<file path="src/rtl/ble_cmd_parser_if.sv">
// Byte stream from the UART receiver into the BLE command parser, and the decoded
// gameplay controls and error counters coming back out.
interface ble_cmd_parser_if #(
    parameter int unsigned CNT_W = 8
);
    logic [7:0]       byte_in;
    logic             byte_valid_in;
    logic             pkt_valid_out;
    logic [7:0]       cmd_out;
    logic [15:0]      payload_out;
    logic             swing_pulse_out;
    logic [15:0]      swing_power_out;
    logic             pan_left_out;
    logic             pan_right_out;
    logic             new_game_out;
    logic [CNT_W-1:0] chk_err_cnt_out;
    logic [CNT_W-1:0] timeout_cnt_out;

    modport master (
        output byte_in, byte_valid_in,
        input  pkt_valid_out, cmd_out, payload_out, swing_pulse_out, swing_power_out,
        input  pan_left_out, pan_right_out, new_game_out, chk_err_cnt_out, timeout_cnt_out
    );

    modport slave (
        input  byte_in, byte_valid_in,
        output pkt_valid_out, cmd_out, payload_out, swing_pulse_out, swing_power_out,
        output pan_left_out, pan_right_out, new_game_out, chk_err_cnt_out, timeout_cnt_out
    );
endinterface

</file>
<file path="src/rtl/ble_cmd_parser.sv">
// Assembles 5-byte BLE command packets (SYNC, CMD, PL_HI, PL_LO, CHK), checks the
// XOR checksum and drives the gameplay controls from good packets.
module ble_cmd_parser #(
    parameter logic [7:0]  SYNC_BYTE      = 8'hA5,
    parameter int unsigned TIMEOUT_CYCLES = 742500,
    parameter int unsigned CNT_W          = 8
) (
    input logic             clk_in,
    input logic             rst_in_n,
    ble_cmd_parser_if.slave bus
);
    localparam int unsigned     TMO_W    = (TIMEOUT_CYCLES > 1) ? $clog2(TIMEOUT_CYCLES) : 1;
    localparam logic [TMO_W-1:0] TMO_LAST = TMO_W'(TIMEOUT_CYCLES - 1);
    localparam logic [7:0]      CMD_SWING    = 8'h01;
    localparam logic [7:0]      CMD_PAN      = 8'h02;
    localparam logic [7:0]      CMD_NEW_GAME = 8'h03;

    typedef enum logic [2:0] {StIdle, StCmd, StHi, StLo, StChk} state_e;

    state_e           state_q, state_d;
    logic [7:0]       cmd_q, hi_q, lo_q;
    logic [TMO_W-1:0] tmo_q, tmo_d;
    logic             pkt_good, pkt_bad, timeout;

    logic             pkt_valid_q, swing_pulse_q, new_game_q, pan_left_q, pan_right_q;
    logic [7:0]       cmd_out_q;
    logic [15:0]      payload_q, swing_power_q;
    logic [CNT_W-1:0] chk_err_q, timeout_cnt_q;

    always_comb begin
        state_d  = state_q;
        pkt_good = 1'b0;
        pkt_bad  = 1'b0;
        timeout  = 1'b0;
        if (bus.byte_valid_in) begin
            // A byte on the limit cycle takes priority over the timeout.
            unique case (state_q)
                StIdle:  if (bus.byte_in == SYNC_BYTE) state_d = StCmd;
                StCmd:   state_d = StHi;
                StHi:    state_d = StLo;
                StLo:    state_d = StChk;
                StChk: begin
                    state_d = StIdle;
                    if (bus.byte_in == (cmd_q ^ hi_q ^ lo_q)) pkt_good = 1'b1;
                    else                                      pkt_bad  = 1'b1;
                end
                default: state_d = StIdle;
            endcase
        end else if (state_q != StIdle && tmo_q == TMO_LAST) begin
            timeout = 1'b1;
            state_d = StIdle;
        end
    end

    always_comb begin
        tmo_d = tmo_q + TMO_W'(1);
        if (bus.byte_valid_in || state_q == StIdle || timeout) tmo_d = '0;
    end

    always_ff @(posedge clk_in or negedge rst_in_n) begin
        if (!rst_in_n) begin
            state_q <= StIdle;
            tmo_q   <= '0;
            cmd_q   <= '0;
            hi_q    <= '0;
            lo_q    <= '0;
        end else begin
            state_q <= state_d;
            tmo_q   <= tmo_d;
            if (bus.byte_valid_in) begin
                if (state_q == StCmd) cmd_q <= bus.byte_in;
                if (state_q == StHi)  hi_q  <= bus.byte_in;
                if (state_q == StLo)  lo_q  <= bus.byte_in;
            end
        end
    end

    always_ff @(posedge clk_in or negedge rst_in_n) begin
        if (!rst_in_n) begin
            pkt_valid_q   <= 1'b0;
            swing_pulse_q <= 1'b0;
            new_game_q    <= 1'b0;
            pan_left_q    <= 1'b0;
            pan_right_q   <= 1'b0;
            cmd_out_q     <= '0;
            payload_q     <= '0;
            swing_power_q <= '0;
            chk_err_q     <= '0;
            timeout_cnt_q <= '0;
        end else begin
            pkt_valid_q   <= pkt_good;
            swing_pulse_q <= pkt_good && cmd_q == CMD_SWING;
            new_game_q    <= pkt_good && cmd_q == CMD_NEW_GAME;
            if (pkt_good) begin
                cmd_out_q <= cmd_q;
                payload_q <= {hi_q, lo_q};
                if (cmd_q == CMD_SWING) swing_power_q <= {hi_q, lo_q};
                if (cmd_q == CMD_PAN) begin
                    pan_left_q  <= lo_q[0];
                    pan_right_q <= lo_q[1];
                end
            end
            // Link loss stops the camera.
            if (timeout) begin
                pan_left_q  <= 1'b0;
                pan_right_q <= 1'b0;
            end
            if (pkt_bad && chk_err_q != '1)     chk_err_q     <= chk_err_q + CNT_W'(1);
            if (timeout && timeout_cnt_q != '1) timeout_cnt_q <= timeout_cnt_q + CNT_W'(1);
        end
    end

    assign bus.pkt_valid_out   = pkt_valid_q;
    assign bus.cmd_out         = cmd_out_q;
    assign bus.payload_out     = payload_q;
    assign bus.swing_pulse_out = swing_pulse_q;
    assign bus.swing_power_out = swing_power_q;
    assign bus.pan_left_out    = pan_left_q;
    assign bus.pan_right_out   = pan_right_q;
    assign bus.new_game_out    = new_game_q;
    assign bus.chk_err_cnt_out = chk_err_q;
    assign bus.timeout_cnt_out = timeout_cnt_q;
endmodule
</file>
<file path="src/flat_wrapper.sv">
// flat-port wrapper written by rule: the top's interface ports become plain ports
module ble_cmd_parser_flat 
#(
    parameter logic [7:0]  SYNC_BYTE      = 8'hA5,
    parameter int unsigned TIMEOUT_CYCLES = 742500,
    parameter int unsigned CNT_W          = 8
)
  (clk_in, rst_in_n, bus_byte_in, bus_byte_valid_in, bus_pkt_valid_out, bus_cmd_out, bus_payload_out, bus_swing_pulse_out, bus_swing_power_out, bus_pan_left_out, bus_pan_right_out, bus_new_game_out, bus_chk_err_cnt_out, bus_timeout_cnt_out);
  ble_cmd_parser_if #(.CNT_W(CNT_W)) bus_i ();
  input logic clk_in;
  input logic rst_in_n;
  input wire logic [$bits(bus_i.byte_in)-1:0] bus_byte_in;
  input wire logic [$bits(bus_i.byte_valid_in)-1:0] bus_byte_valid_in;
  output wire logic [$bits(bus_i.pkt_valid_out)-1:0] bus_pkt_valid_out;
  output wire logic [$bits(bus_i.cmd_out)-1:0] bus_cmd_out;
  output wire logic [$bits(bus_i.payload_out)-1:0] bus_payload_out;
  output wire logic [$bits(bus_i.swing_pulse_out)-1:0] bus_swing_pulse_out;
  output wire logic [$bits(bus_i.swing_power_out)-1:0] bus_swing_power_out;
  output wire logic [$bits(bus_i.pan_left_out)-1:0] bus_pan_left_out;
  output wire logic [$bits(bus_i.pan_right_out)-1:0] bus_pan_right_out;
  output wire logic [$bits(bus_i.new_game_out)-1:0] bus_new_game_out;
  output wire logic [$bits(bus_i.chk_err_cnt_out)-1:0] bus_chk_err_cnt_out;
  output wire logic [$bits(bus_i.timeout_cnt_out)-1:0] bus_timeout_cnt_out;
  assign bus_i.byte_in = bus_byte_in;
  assign bus_i.byte_valid_in = bus_byte_valid_in;
  assign bus_pkt_valid_out = bus_i.pkt_valid_out;
  assign bus_cmd_out = bus_i.cmd_out;
  assign bus_payload_out = bus_i.payload_out;
  assign bus_swing_pulse_out = bus_i.swing_pulse_out;
  assign bus_swing_power_out = bus_i.swing_power_out;
  assign bus_pan_left_out = bus_i.pan_left_out;
  assign bus_pan_right_out = bus_i.pan_right_out;
  assign bus_new_game_out = bus_i.new_game_out;
  assign bus_chk_err_cnt_out = bus_i.chk_err_cnt_out;
  assign bus_timeout_cnt_out = bus_i.timeout_cnt_out;
  ble_cmd_parser #(.SYNC_BYTE(SYNC_BYTE), .TIMEOUT_CYCLES(TIMEOUT_CYCLES), .CNT_W(CNT_W)) u_core (.clk_in(clk_in), .rst_in_n(rst_in_n), .bus(bus_i));
endmodule
</file>
<file path="config.mk">
export PLATFORM = sky130hd
export DESIGN_NAME = ble_cmd_parser_flat
export DESIGN_NICKNAME = d
export VERILOG_FILES = /design/src/rtl/ble_cmd_parser_if.sv /design/src/rtl/ble_cmd_parser.sv /design/src/flat_wrapper.sv
export SDC_FILE = /design/constraint.sdc
export NUM_CORES = 1
export LEC_CHECK = 0
export CAP_MARGIN = 20
export CORE_ASPECT_RATIO = 0.75
export CORE_MARGIN = 8
export CORE_UTILIZATION = 25
export DETAILED_ROUTE_END_ITERATION = 10
export DONT_BUFFER_PORTS = 1
export PLACE_DENSITY = 0.4
export SLEW_MARGIN = 40
export SYNTH_ARGS = -nofsm -noshare
export SYNTH_HDL_FRONTEND = slang
export SYNTH_SLANG_ARGS = --single-unit
</file>
<file path="constraint.sdc">
create_clock -name clk_in -period 3.1 [get_ports clk_in]
set_input_delay 0.465 -clock clk_in [delete_from_list [all_inputs] [get_ports clk_in]]
set_output_delay 0.465 -clock clk_in [all_outputs]
set_load 0.005 [all_outputs]
</file>
* After elaboration in Yosys (flattened, before gate mapping) *
Cells that the tools add are included.

cells by class
  equal/unequal tests = 13
  mux-type cells = 19
  $add $sub $neg = 3
  reductions and logical operators = 18
  bitwise gates (word level) = 2

operator list
  operator                                       number
  adder 20 x 1 -> 20 bit, second input constant  1
  == test 20 bit, second input constant          1
  2-to-1 mux 20 bit                              1
  adder 8 x 1 -> 8 bit, second input constant    2
  == test 8 x 2 -> 1 bit, second input constant  2
  != test 8 bit, second input constant           2
  XOR 8 bit                                      2
  2-to-1 mux 1 bit                               14
  case mux 3 bit (4 select lines)                1
  AND reduction 2 bit                            6
  2-to-1 mux 3 bit                               3
  == test 8 x 1 -> 1 bit, second input constant  1
  == test 8 bit                                  1
  == test 8 bit, second input constant           1
  == test 3 x 2 -> 1 bit, second input constant  2
  nonzero test 2 bit                             3
  logical AND 1 bit                              5
  == test 3 x 1 -> 1 bit, second input constant  1
  == test 3 bit, second input constant           1
  zero test 3 bit                                1
  != test 3 x 2 -> 1 bit, second input constant  1
  nonzero test 3 bit                             1
  logical OR 1 bit                               2

storage, ports and cells
  output and inout port bits = 61
  logic and storage cells = 70
  bits in registers = 108
  bits of input ports = 11

* Longest topological paths before layout *
  depth after elaboration = 8
  gate-level depth with buffers = 9

* Worst setup path before layout *
OpenSTA, ideal clock, no wires.

  kind = reg2reg
  from = register u_core.cmd_q[4]
  to = register u_core.swing_power_q[0] (netlist: u_core.bus.swing_power_out[0])
  required time = 2.972 ns
  buffers on the path = 2
  period minus slack after synthesis = 2.195 ns
  setup time = 0.128 ns
  arrival = 2.067 ns
  stages on the path, launching flop included = 9
  path slack = 0.905 ns
  cells stage by stage = dfrtp_1 or4_1 nor3_1 nand2_1 nor3_1 and2_1 buf_2 buf_4 mux2_1

on the way
  cells in the longest elaborated chain, start to end = 7
  elaborated cells between the ends (all ways) = 8
  those cells by class = 2 x eq/ne; 3 x mux; 2 x bitwise; 1 x reduce/logical

ends and longest elaborated chain
  item                             RTL line              text
  start, declared                  ble_cmd_parser.sv:21  logic [7:0] cmd_q, hi_q, lo_q;
  start signal, assigned           ble_cmd_parser.sv:71  if (state_q == StCmd) cmd_q <= bus.byte_in;
  XOR 8 bit (2 in a row)           ble_cmd_parser.sv:44  if (bus.byte_in == (cmd_q ^ hi_q ^ lo_q)) pkt_good = 1'b1;
  == test 8 bit                    ble_cmd_parser.sv:44
  2-to-1 mux 1 bit                 ble_cmd_parser.sv:44
  2-to-1 mux 1 bit                 ble_cmd_parser.sv:37  unique case (state_q)
  2-to-1 mux 1 bit                 ble_cmd_parser.sv:35  if (bus.byte_valid_in) begin
  AND reduction 2 bit (no line) *  --
  end signal, assigned             ble_cmd_parser.sv:97  if (cmd_q == CMD_SWING) swing_power_q <= {hi_q, lo_q};
  end, declared                    ble_cmd_parser.sv:27  logic [15:0] payload_q, swing_power_q;

Every way passes the cells marked *; elsewhere a longest branch is shown, timed or not.
A chain may end at the register's enable or synchronous reset.

* Worst setup path after layout *
  from = register u_core.cmd_q[4]
  to = register u_core.swing_power_q[8] (netlist: u_core.bus.swing_power_out[8])

Same word-level chain as after synthesis.

==> impl_results.md <==
* Vias in the first global route at 2816
* Biggest cell delay along the critical path at about 0.55 ns
* # rows at 43
* Via Count at approximately 2800
* Post-synth cell types at 39
* Endpoint type of the worst setup path: flip-flop
* Cell taking the most area after synthesis: dfrtp_1
* Pwr Density at between 700 and 800 nW/um2
* Layout cell share with drive strength beyond 1 at 16.4%
* WHS at ~0.027 ns
* Buffers & Inverters on Critical Path at 1
* I/O Buffers at 0
* Slew Viols, Final at 0
* Final min period at 2.43 ns
* H-tree Lvls at 3
* CTS tree: built
* Sequential fraction of the synthesis area at between 50 and 60%
* Max Fclk at between 400 and 500 MHz
* Worst hold path type: input port to asynchronous set/reset pin
* Grt ovf at 0
* Max Root-Sink Buffers at 2
* Post-synth top area share at a little under three fifths
* Max-capacitance violation count at 0
* Core ar. at approximately 19000 um2
* Leak at roughly 2.4 nW
* Worst endpoint required time at 3.33 ns
* Top delay family on crit path: simple AND/OR/NAND/NOR gates
* Slew headroom at approximately 54%
* Yosys warnings at 0
* Post-Route Setup TNS at 0 ns
* Clock Skew at 0.0102 ns
* Most frequent CP cell: nor3_1
* WS Path Type: flip-flop to flip-flop
* Die area at ~24000 um2
* # fillers at roughly 1900
* Fin nets at 400
* Final HPWL DP at between 7 and 8 mm
* Worst setup SP type: flip-flop
* Initial core utilization at roughly a quarter
* CTS sink cnt at around 110
* Setup violators final at 0
* Clock-pin slew on the worst setup and hold paths at approximately 0.080 ns
* Initial DRC Count at 121
* Via-to-Cell Ratio at approximately 4.4
* Flops & latches, synth at 108
* Residual DRC at 0
* Area Growth Syn to Fin at 12.8%
* Die height at about 130 um
* Setup Buffers After CTS at 0
* Chip width at 175 um
* Inserted Clock Buffers at 9
* Final wirelength at roughly 11 mm
* Final critical-path share of the clock period at approximately four fifths
* Boundary Pins at 72
* 1st-pass router iterations at 7
* Worst-path maximum fanout at 13
* Slowest CP cell: or4_1
* Slew @ Worst Pin at 0.696 ns
* Post_cts resized at 0
* Crit path cell chain: or4_1 > nor3_1 > nand2_1 > nor3_1 > and2_1 > buf_4 > mux2_2
* Synth top area cells: dfrtp_1, mux2_2, mux2_1
* Largest net degree at the start of global routing at 109
* Synthesized Nets at between 300 and 400
* Placed Area at 5000 um2
* Post-Syn Area at 4720 um2
* CP arrival at between 2 and 3 ns
* Final hold vios at 0
* Total GRT Usage at under 10%
* Final GP Congestion at roughly 0.71
* Mapped Cells at between 300 and 400
* WL/cell at approximately 17 um
* Antenna violations before repair at 0
* RSZ-0062 raised after global routing: no
* Worst vdd ir at 271 uV
* Syn avg cell area at ~12 um2
* WP depth at 7
* Outcome: finished clean
* First-pass GRT wire length at around 17 mm
* Design area at approximately 5300 um2
* CTS Root Cell: clkbuf_16
* R2R depth at 7
* ANT nets after route at 0
* Clock Latency Late Sink at around 0.35 ns
-- timing repair --
action	in CTS	in global routing
hold buffers	1	0
endpoints found under the setup margin	0	0
endpoints found under the hold margin	108	0
-- synthesized netlist by cell type (all sizes together) --
| library cell | n |
|---|---|
| o211ai | 1 |
| mux2i | 2 |
| nor4bb | 2 |
| nor4b | 2 |
| mux2 | 63 |
| dfrtp | 108 |
| clkbuf | 5 |
| nor3b | 1 |
| and4bb | 1 |
| a21boi | 1 |
| and2 | 2 |
| nor3 | 13 |
| nor2b | 1 |
| nand2 | 26 |
| a21oi | 3 |
| nor2 | 33 |
| or4b | 1 |
| inv | 7 |
| a31o | 1 |
| xnor2 | 30 |
| nor4 | 6 |
| o21ai | 5 |
| or2 | 1 |
| or3 | 4 |
| nand3 | 15 |
| nand2b | 1 |
| nand4 | 10 |
| or4 | 1 |
| nand3b | 1 |
| xor2 | 24 |
| ha | 3 |
| and3 | 1 |
| buf | 6 |
-- layout by cell type (no fill, tap or decap), drive strengths merged, types with 3 or more instances in the layout --
cell,n
clkbuf,10
nand2,26
dfrtp,108
nor4,6
or3,4
o21ai,5
xnor2,30
buf,5
nand4,10
a21oi,3
mux2,63
ha,3
inv,10
nor3,13
xor2,24
nor2,33
nand3,15
-- registers in the layout (all words and copies together) (netlist names) --
signal                      count
u_core.bus.swing_power_out     16
u_core.bus.payload_out         16
u_core.bus.new_game_out         1
u_core.bus.timeout_cnt_out      8
u_core.bus.pan_left_out         1
u_core.bus.swing_pulse_out      1
u_core.state_q                  3
u_core.hi_q                     8
u_core.cmd_q                    8
u_core.lo_q                     8
u_core.bus.pan_right_out        1
u_core.tmo_q                   20
u_core.bus.cmd_out              8
u_core.bus.chk_err_cnt_out      8
u_core.bus.pkt_valid_out        1
-- stage by stage --
step / power (mW) / setup WS [ns] / std cells / util, %
2_1_floorplan: 2.46 / 0.905 / 381 / -
3_3_place_gp: 2.69 / 0.688 / 621 / 27.0
3_5_place_dp: 2.69 / 0.638 / 621 / 27.0
4_1_cts: 3.87 / 0.618 / 638 / 28.7
5_1_grt: 4.03 / 0.403 / 638 / 28.7
6_report: 3.78 / 0.669 / 640 / 28.7
-- cells by family after synthesis --
logic type      after synthesis  share of synthesized area [%]
flops                       108                           57.3
buf+inv                      18                           1.78
fa+ha+maj                     3                          0.796
compound gates               11                           1.35
simple gates                122                           13.3
mux                          65                           15.5
xor+xnor                     54                           10.0
-- area by class of cell --
class                      count  area [um2]  area share, %
sequential                   108        2700           50.8
multi-input combinational    255        1930           36.4
tap                          247         309           5.81
clock buffer                  10         229           4.30
timing repair buffer           5        57.6           1.08
clock inverter                 6        56.3           1.06
inverter                       7        26.3          0.494
antenna                        2        5.00         0.0941
-- where the power goes --
part,leakage [nW],internal [mW],switching [mW]
Combinational,0.798,0.418,0.355
Sequential,1.45,1.62,0.281
Clock,0.137,0.563,0.539
-- per-layer routing --
layer	vias to the layer above	track usage, %	wire, um
met4	0	2.96	88
li1	1328	-	-
met2	63	13.4	4720
met1	1427	12.2	5010
met5	-	0	0
met3	5	4.18	963
-- final timing paths --
| check | start | end | slack [ns] |
|---|---|---|---|
| min in group clk_in | bus_byte_in[1] | u_core.cmd_q[1]$_DFFE_PN0P_ | 0.25 |
| hold reg to reg | u_core.bus.swing_power_out[2]$_DFFE_PN0P_ | u_core.bus.swing_power_out[2]$_DFFE_PN0P_ | 0.52 |
| max in group asynchronous | rst_in_n | u_core.bus.timeout_cnt_out[3]$_DFFE_PN0P_ | 2.59 |
| hold / removal | rst_in_n | u_core.bus.pkt_valid_out$_DFF_PN0_ | 0.03 |
| setup / recovery | u_core.cmd_q[4]$_DFFE_PN0P_ | u_core.bus.swing_power_out[8]$_DFFE_PN0P_ | 0.67 |
| setup reg to reg | u_core.cmd_q[4]$_DFFE_PN0P_ | u_core.bus.swing_power_out[8]$_DFFE_PN0P_ | 0.67 |
(Power assumes the default switching activity.)
